===== config.mk =====
export PLATFORM = sky130hd
export DESIGN_NAME = keys_debounce
export DESIGN_NICKNAME = d
export VERILOG_FILES = /design/src/rtl/keys_debounce.sv
export SDC_FILE = /design/constraint.sdc
export NUM_CORES = 1
export LEC_CHECK = 0
export ABC_CLOCK_PERIOD_IN_PS = 1800
export CAP_MARGIN = 20
export CORE_ASPECT_RATIO = 1.1
export CORE_MARGIN = 10
export CORE_UTILIZATION = 53
export CTS_CLUSTER_DIAMETER = 30
export CTS_CLUSTER_SIZE = 25
export DETAILED_ROUTE_END_ITERATION = 16
export HOLD_SLACK_MARGIN = 0.03
export PLACE_DENSITY = 0.76
export SYNTH_ARGS = -nofsm -noshare
export SYNTH_HDL_FRONTEND = slang
export SYNTH_SLANG_ARGS = --single-unit

===== constraint.sdc =====
create_clock -name clk_g_i -period 1.8 [get_ports clk_g_i]
set_input_delay 0.36 -clock clk_g_i [delete_from_list [all_inputs] [get_ports clk_g_i]]
set_output_delay 0.36 -clock clk_g_i [all_outputs]
set_load 0.005 [all_outputs]

===== src/rtl/keys_debounce.sv =====
// keys_debounce: per-key 2-flop synchronizer + consecutive-mismatch debouncer on a shared tick.
// Optional one-cycle change strobe keys_changed_o when NYAN_KEYS_CHANGE_FLAG_EN is defined.
module keys_debounce_lane #(
  parameter int DEBOUNCE_CNT = 4
) (
  input  logic clk_g_i,
  input  logic rstn_g_i,
  input  logic i_raw,
  input  logic i_tick,
`ifdef NYAN_KEYS_CHANGE_FLAG_EN
  output logic o_acc,
`endif
  output logic o_key
);
  localparam int DW = $clog2(DEBOUNCE_CNT + 1);
  localparam logic [DW-1:0] DMAX = DW'(DEBOUNCE_CNT - 1);

  logic          r_s1, r_s2;
  logic [DW-1:0] r_dcnt;
  logic          w_diff, w_acc;

  assign w_diff = r_s2 ^ o_key;
  // Accept on the DEBOUNCE_CNT-th consecutive mismatching tick.
  assign w_acc  = i_tick & w_diff & (r_dcnt == DMAX);

`ifdef NYAN_KEYS_CHANGE_FLAG_EN
  assign o_acc = w_acc;
`endif

  always_ff @(posedge clk_g_i or negedge rstn_g_i) begin
    if (!rstn_g_i) begin
      r_s1   <= 1'b0;
      r_s2   <= 1'b0;
      r_dcnt <= '0;
      o_key  <= 1'b0;
    end else begin
      r_s1 <= i_raw;
      r_s2 <= r_s1;
      if (i_tick) begin
        if (!w_diff || w_acc) r_dcnt <= '0;
        else                  r_dcnt <= r_dcnt + DW'(1);
        if (w_acc) o_key <= r_s2;
      end
    end
  end
endmodule

module keys_debounce #(
  parameter int NUM_KEYS     = 89,
  parameter int TICK_DIV     = 1000,
  parameter int DEBOUNCE_CNT = 4
) (
  input  logic                clk_g_i,
  input  logic                rstn_g_i,
  input  logic [NUM_KEYS-1:0] keys_raw_i_g,
`ifdef NYAN_KEYS_CHANGE_FLAG_EN
  output logic                keys_changed_o,
`endif
  output logic [NUM_KEYS-1:0] keys_o_g
);
  localparam int CW = $clog2(TICK_DIV);
  localparam logic [CW-1:0] CMAX = CW'(TICK_DIV - 1);

  logic [CW-1:0] r_cnt;
  logic          w_tick;

  assign w_tick = (r_cnt == CMAX);

  always_ff @(posedge clk_g_i or negedge rstn_g_i) begin
    if (!rstn_g_i) r_cnt <= '0;
    else           r_cnt <= w_tick ? '0 : r_cnt + CW'(1);
  end

`ifdef NYAN_KEYS_CHANGE_FLAG_EN
  logic [NUM_KEYS-1:0] w_acc;
`endif

  for (genvar g = 0; g < NUM_KEYS; g++) begin : g_lane
    keys_debounce_lane #(.DEBOUNCE_CNT(DEBOUNCE_CNT)) u_lane (
      .clk_g_i  (clk_g_i),
      .rstn_g_i (rstn_g_i),
      .i_raw    (keys_raw_i_g[g]),
      .i_tick   (w_tick),
`ifdef NYAN_KEYS_CHANGE_FLAG_EN
      .o_acc    (w_acc[g]),
`endif
      .o_key    (keys_o_g[g])
    );
  end

`ifdef NYAN_KEYS_CHANGE_FLAG_EN
  // Any lane accepting on this tick edge means keys_o_g changes on it.
  always_ff @(posedge clk_g_i or negedge rstn_g_i) begin
    if (!rstn_g_i) keys_changed_o <= 1'b0;
    else           keys_changed_o <= |w_acc;
  end
`endif
endmodule


==> impl_metrics.yaml, run 1 <==
outcome:
  run_status: "finished, violations left"
  violations: "setup timing"
synthesis:
  yosys.cell_types.count: 36
  synthCells: 2055
  synth.cell_area_um2: 23400
  synthTopCellsByArea: "dfrtp_1 58%, ha_1 9.6%, nand2_1 6.0%, buf_4 3.5%, o21ai_0 2.5%"
  syn_nets: 2325
  ys_seq_area_frac: 0.581
  synth_ff_type: "dfrtp_1"
  ys_seq_elements: 544
  ys_async_sr_fraction: 1.00
  yosysWarnings: 0
  synth_top_cell_by_area: "dfrtp_1"
  synth_edf_count: 0
  synth_top_area_share: 0.581
  syn_avg_cell_area_um2: 11.4
timing:
  finalSetupViolCount: 178
  hold_violations: 0
  min_period_ns: 1.95
  fin_skew_ns: 0.0229
  maxSlewHeadroom: 0.723
  finalCritPeriodShare: 1.08
  tightestPinTransition_ns: 0.416
  drv_slew: 0
  worst_slack_ns: -0.145
  max_clock_freq_mhz: 514
  rsz0062_at_grt: "true"
layout:
  drive_gt1_frac: 0.241
  fin_area_um2: 31400
  num-nets-final: 2631
  syn_to_final_growth_pct: 34.0
  fillers: 2670
die:
  core_um2: 43500
  start_util: 0.538
  die_w_um: 220
  die_height_um: 241
  die-area_um2: 53000
  io_pins: 180
  rows: 80
setup_path:
  reg2reg_slack_ns: -0.15
  critical_path_class: "register to register"
  start_kind: "register"
  cp_max_fo: 11
  arrival_ns: 2.47
  r2r_start: "r_cnt[0]"
  r2r_end: "g_lane[19].u_lane.r_dcnt[2]"
  crit_path_end_kind: "register"
  crit_required_ns: 2.32
  r2r.worst_path.cells: 7
global_route:
  grt-ovfl-total: 0
  grt_pass1_vias: 17100
  grt_max_degree: 70
  grt_pass1_wl_um: 82200
  track_usage: 0.189
  antenna_found_initial: 1
power_and_ir_drop:
  pwr-share-clk: 0.601
  sw_frac_of_total: 0.216
  peakVddDrop_mv: 0.909
  p_int_w: 0.0261
  pwr-share-comb: 0.022
  p_sw_w: 0.00719
  power_density_nw_per_um2: 1060
  p_leak_nw: 15.8
  pwr-share-seq: 0.377
min_path:
  min_path_cells: 1
  hold_path.class: "input port to register"
  min_to: "g_lane[45].u_lane.r_s1"
  hp-start: "keys_raw_i_g[45]"
placement:
  post-place-ws_ns: -0.0766
  place.gp.congestion: 0.770
  placed_cell_area_um2: 26100
  portBuffers: 179
  dp_hpwl_um: 30100
detailed_routing:
  drtAntennaViolNets: 0
  via_per_inst: 5.26
  first_pass_iters: 5
  drt_iter0_markers: 827
  wl_um: 54200
  drc: 0
  wl_per_cell_um: 17.9
  vias: 15900
clock_tree:
  h-tree-depth: 3
  clock_latency_ns: 0.64
  clockBufferDepth: 3
  cts_root_buffer: "clkbuf_16"
  clock_sinks: 544
  cts_buffers: 103
  cts_tree: "built"
  cts.clk_slew.worst_paths_ns: 0.06
job:
  drv_cap: 0
worst max-delay path, cell delays in order, from the launching register on:
cell       delay, ns
dfrtp_1         0.37
ha_2            0.19
and4_4          0.21
buf_6           0.12
nand3_4         0.21
clkbuf_16       0.27
or3_1           0.36
o21ai_0         0.11
synth_stat cells (all sizes together), types with 24 or more instances:
master	count
dfrtp	544
nand2	382
ha	179
o21ai	159
buf	141
inv	111
mux2	89
nand3	73
nor2	70
xnor2	68
nand3b	67
or3	25
xor2	24
through the flow:
| stage | std cells | utilization | TNS, ns | power [W] | hold slack [ns] |
|---|---|---|---|---|---|
| floorplan | 2055 | - | -1.63 | 0.0129 | 0.0644 |
| global placement | 2731 | 0.598 | 0 | 0.0134 | 0.288 |
| detailed placement | 2731 | 0.598 | -0.646 | 0.0135 | 0.290 |
| CTS | 2990 | 0.695 | -2.10 | 0.0336 | 0.133 |
| global route | 3024 | 0.721 | -21.78 | 0.0344 | 0.149 |
| finish | 3025 | 0.721 | -6.02 | 0.0333 | 0.158 |
power groups by stage:
stage               registers (W)  clock network (W)  logic [W]
floorplan                  0.0127                  0   0.000157
global placement           0.0128                  0   0.000692
detailed placement         0.0128                  0   0.000711
CTS                        0.0126             0.0203   0.000728
global route               0.0126             0.0210   0.000809
finish                     0.0126             0.0200   0.000726
placed cells by master, fill, tap and decap left out, types with 12 or more instances in the layout:
master	synthesis	layout
dfrtp_1	544	544
nand2_1	372	299
ha_1	179	178
clkbuf_16	0	121
inv_1	111	111
buf_4	108	102
clkdlybuf4s50_1	0	89
dlygate4sd2_1	0	89
nand2_2	10	74
o21ai_1	40	74
o21ai_0	119	73
nand3_1	73	72
nor2_1	70	70
xnor2_1	68	68
nand3b_1	67	67
mux2_4	10	50
mux2_2	39	39
xor2_1	24	24
buf_6	6	24
or3_1	25	23
nand2b_1	22	22
a21o_1	22	22
buf_12	0	22
clkinvlp_4	0	19
inv_6	0	15
bufinv_16	0	15
clkbuf_8	0	14
clkinv_2	0	14
o21ai_2	0	12
layer usage:
metal,routed length [µm],track usage
met3,2650,0.0442
met2,28500,0.331
met5,0,0
met1,21300,0.216
met4,1700,0.0818
logic make-up after synthesis:
family,share of synthesized area
fa+ha+maj,0.0956
xor+xnor,0.0344
buf+inv,0.0642
compound gates,0.0500
simple gates,0.130
mux,0.0444
flops,0.581
flip-flops by register name, summed over array words and instances, names as in the netlist:
signal / flops
g_lane.u_lane.o_key: 89
g_lane.u_lane.r_dcnt: 267
g_lane.u_lane.r_s1: 89
r_cnt: 10
g_lane.u_lane.r_s2: 89
worst max path at each step:
| stage | from | slack (ns) | end | cells past startpoint |
|---|---|---|---|---|
| final | r_cnt[0] | -0.15 | g_lane[19].u_lane.r_dcnt[2] | 7 |
| after global routing | r_cnt[0] | -0.21 | g_lane[19].u_lane.r_dcnt[2] | 7 |
| after CTS | r_cnt[0] | -0.07 | g_lane[67].u_lane.o_key | 7 |
| after detailed placement | r_cnt[0] | -0.08 | g_lane[41].u_lane.r_dcnt[0] | 7 |
| after global placement | r_cnt[1] | 0.008 | g_lane[50].u_lane.o_key | 6 |
| after floorplan | r_cnt[0] | -0.03 | g_lane[0].u_lane.o_key | 9 |
area by class of cell:
cell class                      count  area (µm²)  share of cell area
Clock inverter                     70         863              0.0275
Inverter                          111         417              0.0133
Tap cell                          574         718              0.0229
Multi-Input combinational cell   1240        9050               0.288
Timing Repair Buffer              361        3920               0.125
Sequential cell                   544       13600               0.434
Clock buffer                      124        2820              0.0897
Antenna cell                        1        2.50           0.0000797
timing repair:
action	in CTS	in global routing
buffers inserted	62	11
pin swaps	1	31
resized for setup	120	169
hold buffers	1	0
gates cloned	2	23
setup endpoints to repair	197	289
endpoints found under the hold margin	157	0
(Power assumes the default switching activity.)
==> inputs of run 2 (changes only) <==
--- a/config.mk
+++ b/config.mk
@@ -14,7 +14,7 @@
 export CTS_CLUSTER_SIZE = 25
 export DETAILED_ROUTE_END_ITERATION = 16
 export HOLD_SLACK_MARGIN = 0.03
-export PLACE_DENSITY = 0.76
+export PLACE_DENSITY_LB_ADDON = 0.25
 export SYNTH_ARGS = -nofsm -noshare
 export SYNTH_HDL_FRONTEND = slang
 export SYNTH_SLANG_ARGS = --single-unit
==> run 2 against run 1 <==
  * The flow still finishes with violations (setup timing)
  * Clock power rose by 9%
  * Highest routed layer unchanged
  * First-iteration DRC count decreased by 3.0%
  * Critical path depth up 1
  * Largest cell class unchanged
==> impl_metrics.yaml, run 2 (synthesis results as in run 1) <==
outcome:
  run_status: "finished, violations left"
  violations: "setup timing"
die:
  start_util: 0.538
  die_height_um: 241
  io_pins: 180
  core_um2: 43500
  die-area_um2: 53000
  rows: 80
  die_w_um: 220
setup_path:
  arrival_ns: 2.40
  r2r.worst_path.cells: 8
  critical_path_class: "register to register"
  cp_max_fo: 7
  start_kind: "register"
  crit_required_ns: 2.34
  crit_path_end_kind: "register"
clock_tree:
  clock_latency_ns: 0.64
  clock_sinks: 544
  cts.clk_slew.worst_paths_ns: 0.05
  cts_buffers: 112
  cts_tree: "built"
  cts_root_buffer: "clkbuf_16"
  clockBufferDepth: 3
  h-tree-depth: 3
placement:
  portBuffers: 179
  place.gp.congestion: 0.742
  dp_hpwl_um: 28900
  dp.cells: 2711
  post-place-ws_ns: -0.0121
timing:
  max_clock_freq_mhz: 538
  drv_slew: 0
  worst_slack_ns: -0.0592
  finalSetupViolCount: 32
  min_period_ns: 1.86
  fin_skew_ns: 0.0169
  fin_setup_tns_ns: -0.329
  hold_violations: 0
  finalCritPeriodShare: 1.03
  rsz0062_at_grt: "true"
  maxSlewHeadroom: 0.750
  tightestPinTransition_ns: 0.374
global_route:
  grt_pass1_vias: 16600
  grt_max_degree: 93
  track_usage: 0.182
  antenna_found_initial: 1
  grt-ovfl-total: 0
  grt_pass1_wl_um: 79500
layout:
  syn_to_final_growth_pct: 33.5
  layout_common_cells: "544 x dfrtp_1, 327 x nand2_1, 178 x ha_1, 130 x clkbuf_16, 111 x inv_1"
  drive_gt1_frac: 0.223
  largest_reg_flops: 267
  num-nets-final: 2618
  largest-register: "g_lane.u_lane.r_dcnt"
  final_common_cell: "dfrtp_1"
  fillers: 2928
  final_cells: 3018
detailed_routing:
  first_pass_iters: 6
  vias: 15600
  via_per_inst: 5.16
  drc: 0
  wl_per_cell_um: 16.7
  wl_um: 50300
  drt_iter0_markers: 802
  drtAntennaViolNets: 0
power_and_ir_drop:
  peakVddDrop_mv: 0.839
  p_sw_w: 0.00746
  pwr-share-comb: 0.020
  p_leak_nw: 15.8
  p_int_w: 0.0275
  power_density_nw_per_um2: 1120
  sw_frac_of_total: 0.214
  pwr-share-clk: 0.620
  pwr-share-seq: 0.360
  power.total_w: 0.0349
min_path:
  hold_path.class: "input port to register"
  min_path_cells: 1
job:
  drv_cap: 0
-- run 2: cell type report --
| cell class | count | area (µm²) | area share |
|---|---|---|---|
| inverter | 111 | 417 | 0.0133 |
| sequential | 544 | 13600 | 0.435 |
| timing repair buffer | 340 | 3710 | 0.119 |
| clock buffer | 130 | 3080 | 0.0983 |
| multi-input combinational | 1239 | 8780 | 0.280 |
| antenna | 1 | 2.50 | 0.0000800 |
| tap | 574 | 718 | 0.0230 |
| clock inverter | 79 | 973 | 0.0311 |
-- run 2: worst paths after layout --
check | startpoint | slack [ns] | to
max | r_cnt[0] | -0.06 | g_lane[36].u_lane.r_dcnt[2]
min | keys_raw_i_g[6] | 0.16 | g_lane[6].u_lane.r_s1
max reg2reg | r_cnt[0] | -0.06 | g_lane[36].u_lane.r_dcnt[2]
min reg2reg | g_lane[34].u_lane.r_s1 | 0.34 | g_lane[34].u_lane.r_s2
max in group asynchronous | rstn_g_i | 0.82 | g_lane[65].u_lane.r_dcnt[1]
min in group asynchronous | rstn_g_i | 0.19 | g_lane[1].u_lane.r_s1
-- run 2: worst max-delay path, cell delays in order, from the launching register on --
cell and delay, ns:
dfrtp_1 0.35, ha_2 0.19, and4_4 0.21, buf_6 0.11
nand3_4 0.10, buf_12 0.16, clkbuf_16 0.17, or3_1 0.38
o21ai_1 0.10
-- run 2: stage by stage --
step	utilization	hold slack (ns)	area, µm²
after floorplan	-	0.0644	23700
after global placement	0.596	0.262	26000
after detailed placement	0.596	0.264	26000
after CTS	0.699	0.126	30400
after global routing	0.719	0.135	31300
final	0.719	0.157	31300
-- run 2: power by group through the flow --
stage          sequential, W  combinational (W)  clock [W]
2_1_floorplan         0.0127           0.000157          0
3_3_place_gp          0.0128           0.000697          0
3_5_place_dp          0.0128           0.000713          0
4_1_cts               0.0126           0.000726     0.0220
5_1_grt               0.0126           0.000799     0.0227
6_report              0.0126           0.000710     0.0217
-- run 2: timing repair --
item,CTS,global route
endpoints found under the hold margin,237,0
pin swaps,0,10
setup endpoints to repair,107,188
resized for setup,95,97
cloned,3,17
buffers inserted,54,22
hold buffers,1,0
-- run 2: metal layers --
layer  part of all wire  GRT usage  vias up
li1                   -          -     7358
met2               0.52      0.313      284
met5                  0          0        -
met1               0.42      0.216     7849
met3              0.048     0.0456       71
met4              0.018     0.0660        0
